==> src/rtl/sensor_porta_giratoria.sv <==
// Revolving-door sensor front end: synchronizes and debounces the raw
// sensors, then tracks passages and counts entries, exits and lockouts.
module sensor_porta_giratoria #(
    parameter int DEB_CYCLES = 270000,
    parameter int CNT_W      = 8
) (
    input  logic             CLOCK_27,
    input  logic             RESET,
    input  logic [2:0]       SENS_RAW,
    input  logic [1:0]       PORTA_OK,
    input  logic [3:0]       PORTA_STATUS,
    output logic [2:0]       SW_OUT,
    output logic [CNT_W-1:0] ENTRADAS,
    output logic [CNT_W-1:0] SAIDAS,
    output logic [CNT_W-1:0] BLOQ_CNT,
    output logic             OCUPADA
);

    localparam int DW = (DEB_CYCLES > 1) ? $clog2(DEB_CYCLES) : 1;
    localparam logic [DW-1:0]    DEB_LAST = DW'(DEB_CYCLES - 1);
    localparam logic [CNT_W-1:0] CNT_MAX  = '1;

    typedef enum logic [1:0] {
        IDLE,
        ENTRANDO,
        SAINDO,
        BLOQUEADO
    } state_t;

    logic [2:0] s1_q;
    logic [2:0] s2_q;
    logic [2:0] sw_q;

    always_ff @(posedge CLOCK_27 or posedge RESET) begin
        if (RESET) begin
            s1_q <= '0;
            s2_q <= '0;
        end else begin
            s1_q <= SENS_RAW;
            s2_q <= s1_q;
        end
    end

    // The output bit only moves after DEB_CYCLES consecutive disagreements.
    for (genvar b = 0; b < 3; b++) begin : g_deb
        logic [DW-1:0] cnt_q;
        logic          bit_q;

        always_ff @(posedge CLOCK_27 or posedge RESET) begin
            if (RESET) begin
                cnt_q <= '0;
                bit_q <= 1'b0;
            end else if (s2_q[b] == bit_q) begin
                cnt_q <= '0;
            end else if (cnt_q == DEB_LAST) begin
                cnt_q <= '0;
                bit_q <= s2_q[b];
            end else begin
                cnt_q <= cnt_q + DW'(1);
            end
        end

        assign sw_q[b] = bit_q;
    end

    state_t           st_q;
    state_t           st_d;
    logic             ent_inc;
    logic             sai_inc;
    logic             blq_inc;
    logic             lock;
    logic [CNT_W-1:0] ent_q;
    logic [CNT_W-1:0] sai_q;
    logic [CNT_W-1:0] blq_q;
    logic             ocup_q;

    assign lock = PORTA_STATUS[3];

    always_comb begin
        st_d    = st_q;
        ent_inc = 1'b0;
        sai_inc = 1'b0;
        unique case (st_q)
            IDLE: begin
                if (lock)
                    st_d = BLOQUEADO;
                else if (PORTA_OK[0] && sw_q[2])
                    st_d = ENTRANDO;
                else if (PORTA_OK[1] && sw_q[1])
                    st_d = SAINDO;
            end
            ENTRANDO: begin
                if (lock) begin
                    st_d = BLOQUEADO;
                end else if (!sw_q[2]) begin
                    st_d    = IDLE;
                    ent_inc = 1'b1;
                end
            end
            SAINDO: begin
                if (lock) begin
                    st_d = BLOQUEADO;
                end else if (!sw_q[1]) begin
                    st_d    = IDLE;
                    sai_inc = 1'b1;
                end
            end
            BLOQUEADO: begin
                if (!lock && sw_q == 3'b000)
                    st_d = IDLE;
            end
            default: st_d = IDLE;
        endcase
    end

    assign blq_inc = (st_d == BLOQUEADO) && (st_q != BLOQUEADO);

    always_ff @(posedge CLOCK_27 or posedge RESET) begin
        if (RESET) begin
            st_q   <= IDLE;
            ocup_q <= 1'b0;
            ent_q  <= '0;
            sai_q  <= '0;
            blq_q  <= '0;
        end else begin
            st_q   <= st_d;
            ocup_q <= (st_d != IDLE);
            if (ent_inc && ent_q != CNT_MAX)
                ent_q <= ent_q + CNT_W'(1);
            if (sai_inc && sai_q != CNT_MAX)
                sai_q <= sai_q + CNT_W'(1);
            if (blq_inc && blq_q != CNT_MAX)
                blq_q <= blq_q + CNT_W'(1);
        end
    end

    assign SW_OUT   = sw_q;
    assign ENTRADAS = ent_q;
    assign SAIDAS   = sai_q;
    assign BLOQ_CNT = blq_q;
    assign OCUPADA  = ocup_q;

endmodule

==> config.mk <==
export PLATFORM = sky130hd
export DESIGN_NAME = sensor_porta_giratoria
export DESIGN_NICKNAME = d
export VERILOG_FILES = /design/src/rtl/sensor_porta_giratoria.sv
export SDC_FILE = /design/constraint.sdc
export NUM_CORES = 1
export LEC_CHECK = 0
export ABC_AREA = 1
export CORE_MARGIN = 1.5
export CORE_UTILIZATION = 61
export CTS_BUF_LIST = sky130_fd_sc_hd__clkbuf_2 sky130_fd_sc_hd__clkbuf_4 sky130_fd_sc_hd__clkbuf_8
export DETAILED_ROUTE_END_ITERATION = 16
export PLACE_DENSITY = 0.83
export SYNTH_ARGS = -nofsm -noshare
export SYNTH_HDL_FRONTEND = slang
export SYNTH_SLANG_ARGS = --single-unit
export TNS_END_PERCENT = 100
==> constraint.sdc <==
create_clock -name CLOCK_27 -period 3.7 [get_ports CLOCK_27]
set_clock_uncertainty 0.1 [all_clocks]
set_input_delay 0.555 -clock CLOCK_27 [delete_from_list [all_inputs] [get_ports CLOCK_27]]
set_output_delay 0.555 -clock CLOCK_27 [all_outputs]
set_load 0.01 [all_outputs]
* Word level (Yosys, flattened, before mapping)
Index checks and enable logic that the tools add are counted.
** Word-level totals
- Register bits after elaboration :: 93
- Input bits :: 11
- Output and inout port bits :: 28
- Word-level logic and storage cells :: 71
** Operators by class
- Reductions and logical operators :: 14
- Equal/unequal tests :: 14
- Add/subtract/negate cells :: 6
- Bitwise gates (word level) :: 3
- Multiplexer cells :: 21
** Operator list (count)
- $mux W19 :: 6
- $add A19 B1 Y19 const B :: 3
- $eq A19 B19 Y1 const B :: 3
- $add A8 B1 Y8 const B :: 3
- $ne A8 B8 Y1 const B :: 3
- $mux W2 :: 8
- $pmux W2 S4 :: 1
- $logic_and A1 B1 Y1 :: 7
- $eq A2 B2 Y1 const B :: 3
- $mux W1 :: 6
- $reduce_and A2 Y1 :: 3
- $eq A1 B1 Y1 :: 3
- $logic_not A3 Y1 :: 1
- $not A1 Y1 :: 3
- $eq A2 B1 Y1 const B :: 1
- $logic_not A2 Y1 :: 1
- $ne A2 B2 Y1 const B :: 1
- $reduce_bool A2 Y1 :: 1
- $logic_not A1 Y1 :: 1

* Longest topological paths before layout
- Depth after elaboration :: 8
- Depth in mapped cells :: 9
- Depth with buffers taken out :: 9

* Least setup slack after synthesis
Ideal clock, no wire load.
- Path type :: reg2reg
- Start point :: reg blq_q[0], in the netlist BLOQ_CNT[0]
- End point :: reg blq_q[0], in the netlist BLOQ_CNT[0]
- Setup time :: 0.065 ns
- Clock period less this slack :: 1.547 ns
- Cell stages (with the launch flop) :: 9
- Data arrival time :: 1.382 ns
- Buffers on the path :: 0
- Data required time :: 3.535 ns
- Slack :: 2.153 ns
- Cells stage by stage :: dfrtp_1 > ha_1 > nand2_1 > nor2_1 > a21oi_1 > inv_2 > nor2_4 > nand3_1 > nand2_1
** On the way
- Word-level cells in the longest chain between the ends :: 2
- Elaborated cells between the ends (all ways) :: 3
- Those cells by class :: 1 x add/sub; 1 x eq/ne; 1 x reduce/logical
** Ends and longest elaborated chain
- start: declaration :: line 74 : logic [CNT_W-1:0] blq_q;
- start signal: assignment :: line 133 : blq_q <= blq_q + CNT_W'(1);
- parallel branches: the longest is 2 deep, another holds $add A8 B1 Y8
Several ways; the timed one is not identified.
A chain may end at the register's enable or synchronous reset.

* Worst setup path after layout
- Start point :: reg sai_q[3], in the netlist SAIDAS[3]
- End point :: out SAIDAS[3]
** RTL lines
- start: declaration :: line 73 : logic [CNT_W-1:0] sai_q;
- start signal: assignment :: line 131 : sai_q <= sai_q + CNT_W'(1);
- end: declaration :: line 14 : output logic [CNT_W-1:0] SAIDAS,
No word-level cell between the ends.

==> summary.md <==
| Metric | Value |
|---|---|
| Tcrit/Tclk final | `55.7%` |
| Global-route wire length before repair | `18000 um` |
| Maxcap violations | `0` |
| Die area | `0.00893 mm2` |
| Switch Pwr | `0.000879 W` |
| Leak | `2.53 nW` |
| Peak supply drop | `0.354 mV` |
| Final min period | `2.06 ns` |
| Sw frac | `32.5%` |
| Hold Crit Class | `reg -> reg` |
| Starting Density | `62.5%` |
| Met1 Wirelength | `4840 um` |
| H-tree Lvls | `3` |
| Area grow syn2layout | `13.1%` |
| Worst skew pair latency | `0.35 ns` |
| Sequential power share | `46.0%` |
| PortBufs | `35` |
| Final antenna-violating net count | `0` |
| Max Slew Vio Count | `0` |
| Setup bufs post-CTS | `0` |
| GR Overflow Total | `0` |
| Worst path slowest cell | `clkdlybuf4s50_1` |
| Count of different cell masters after synthesis | `33` |
| GR Util All Layers | `25.5%` |
| CP max FO | `6` |
| Hpwl dp | `7410 um` |
| Fraction of the mapped netlist area in adder cells | `1.47%` |
| I/O pins | `39` |
| Top layer in use | `met4` |
| Register area share after synthesis | `45.5%` |
| Filler cells | `640` |
| Vias in the first global route | `3992` |
| Footprint of the multi-input gates | `0.00253 mm2` |
| Pre-antenna DRT Iters | `5` |
| Critical Path Start Type | `flop` |
| Register area | `0.00233 mm2` |
| CTS clk-pin slew, worst paths | `0.08 ns` |
| Crit-path cells | `clkdlybuf4s50_1` |
| Die height | `94.5 um` |
| Crit. End Element | `output port` |
| Layout cells sized above 1 | `9.84%` |
| Met3 WL | `372 um` |
| WS Path Type | `reg -> out` |
| Status | `finished, final reports clean` |
| TritonCTS Buffers | `9` |
| Buf+Inv Stages, Crit Path | `1` |
| Synthesis Warnings | `0` |
| Core area | `0.00818 mm2` |
| Post-synthesis compound-gate area fraction | `1.86%` |
| Final nets | `705` |
| Die width | `94.5 um` |
| Slew margin rel. | `53.6%` |
| Worst slew pin tran | `0.696 ns` |
| DRC viols | `0` |
| CP required | `3.04 ns` |
| Cts repair resizes | `0` |
| Total Wirelength | `10100 um` |
| # diodes | `0` |
| Power density cells | `469 mW/mm2` |
| Syn avg cell area | `7.91 um2` |
| Placement Rows | `33` |
| CP delay by family, top | `buffers and inverters` |
| Clock share of power | `26.7%` |
| Syn Nets | `663` |
| Sink Count | `93` |
| DR iter-0 viols | `179` |
| Largest net degree at the start of global routing | `55` |
| Post-Synthesis Cells | `646` |
| Final Setup Violations | `0` |
| RSZ-0062 raised after global routing | `false` |
| GP Congestion | `0.925` |
| Arr. time, crit path | `1.41 ns` |
| Max Root-Sink Buffers | `2` |
| Crit-path max cell delay | `0.58 ns` |
| CTS tree | `done` |
| Finished Cell Area | `0.00578 mm2` |
| Simple-gate share of the synthesized area | `35.8%` |
| Dpl cell area | `0.00558 mm2` |
| Via/cell ratio | `5.22` |
| Root buffer cell | `clkbuf_8` |
| Routed length per instance | `12.7 um` |
| Hold buffers post-CTS | `0` |
| Largest family of logic cells by synthesized area | `simple AND/OR/NAND/NOR gates` |
| DR vias | `4155` |
| Final count of hold timing violations | `0` |
| Initial antenna violation count | `0` |
| Xor and xnor area share after synthesis | `10.3%` |
| FMAX | `485 MHz` |
| Wire length on met2 | `4770 um` |
| Combinational cell fraction of total power | `27.2%` |
| Synth Cell Area | `0.00511 mm2` |
| Number of synthesized register bits | `93` |
| Multiplexer share of the synthesized area | `0%` |
| Total Neg Setup Slack | `0 ns` |
| Int Pwr | `0.00183 W` |
## final cells by class
type / count / share of cell area (%)
Multi-Input combinational cell: 490 / 43.7
Inverter: 58 / 3.81
Clock inverter: 2 / 1.04
Sequential cell: 93 / 40.3
Tap cell: 105 / 2.27
Clock buffer: 12 / 2.53
Timing Repair Buffer: 36 / 6.41
## kinds of logic after synthesis
kind of cell	after synthesis
compound gates	16
xor+xnor	60
fa+ha+maj	6
buf+inv	63
flops	93
simple gates	408
## Yosys cell counts (all sizes together)
library cell,number,share of area [%]
a21oi,5,0.49
buf,4,0.66
clkbuf,1,0.073
clkinv,2,0.17
dfrtp,93,46
ha,6,1.5
inv,56,4.1
nand2,184,14
nand3,37,4.3
nand3b,5,0.81
nand4,21,2.7
nor2,146,12
nor3,10,1.2
nor3b,3,0.54
nor4,2,0.24
o21ai,11,1.4
xnor2,14,2.4
xor2,46,7.9
## cell usage in the layout (no fill, tap or decap), types with 2 or more instances in the layout
cell / count
a21oi_1: 5
bufinv_16: 2
clkbuf_4: 3
clkbuf_8: 9
clkdlybuf4s50_1: 35
clkinv_2: 2
dfrtp_1: 93
ha_1: 6
inv_1: 44
inv_2: 11
nand2_1: 176
nand2_2: 7
nand3_1: 32
nand3_2: 4
nand3b_1: 4
nand4_1: 20
nor2_1: 128
nor2_2: 13
nor2_4: 5
nor3_1: 8
nor3_2: 2
nor3b_1: 2
nor4_1: 2
o21ai_0: 5
o21ai_1: 2
o21ai_2: 4
xnor2_1: 14
xor2_1: 46
## per-layer routing
layer / vias to the layer above / GRT usage, %
met2: 76 / 40.6
met4: 0 / 7.59
met1: 1963 / 35.8
met3: 15 / 4.03
met5: - / 0
li1: 2101 / -
## worst paths after layout
check                                  startpoint                 end  slack [ns]  cells after the start
worst max-delay path                    SAIDAS[3]           SAIDAS[3]        1.64                      1
worst min-delay path                      s1_q[2]             s2_q[2]        0.25                      0
worst max register to register  g_deb[1].cnt_q[0]   g_deb[1].cnt_q[7]        1.83                      8
worst min register to register            s1_q[2]             s2_q[2]        0.25                      0
max in group asynchronous                   RESET  g_deb[1].cnt_q[11]        2.28                      3
min in group asynchronous                   RESET         BLOQ_CNT[1]        0.52                      2
## flip-flops by register name, indices dropped and copies added (netlist names)
name / cells
s2_q: 3
SAIDAS: 8
s1_q: 3
ENTRADAS: 8
OCUPADA: 1
g_deb.bit_q: 3
BLOQ_CNT: 8
g_deb.cnt_q: 57
st_q: 2
## power by group through the flow
stage               Sequential [W]  Combinational, W  Clock [W]
floorplan                  0.00128          0.000443          0
global placement           0.00126          0.000713          0
detailed placement         0.00126          0.000741          0
CTS                        0.00124          0.000743   0.000743
global route               0.00126          0.000832   0.000787
finish                     0.00125          0.000738   0.000724
## per-stage QoR
stage / worst slack [ns] / cells / total power (W) / hold WS (ns) / utilization, %
final: 1.64 / 796 / 0.00271 / 0.253 / 70.7
after global routing: 1.58 / 796 / 0.00288 / 0.274 / 70.7
after CTS: 1.62 / 796 / 0.00273 / 0.258 / 70.7
after detailed placement: 1.53 / 782 / 0.00200 / 0.235 / 68.2
after global placement: 1.59 / 782 / 0.00197 / 0.235 / 68.2
after floorplan: 0.625 / 646 / 0.00172 / 0.231 / -
Note: power is estimated with default switching activity, not from simulation.
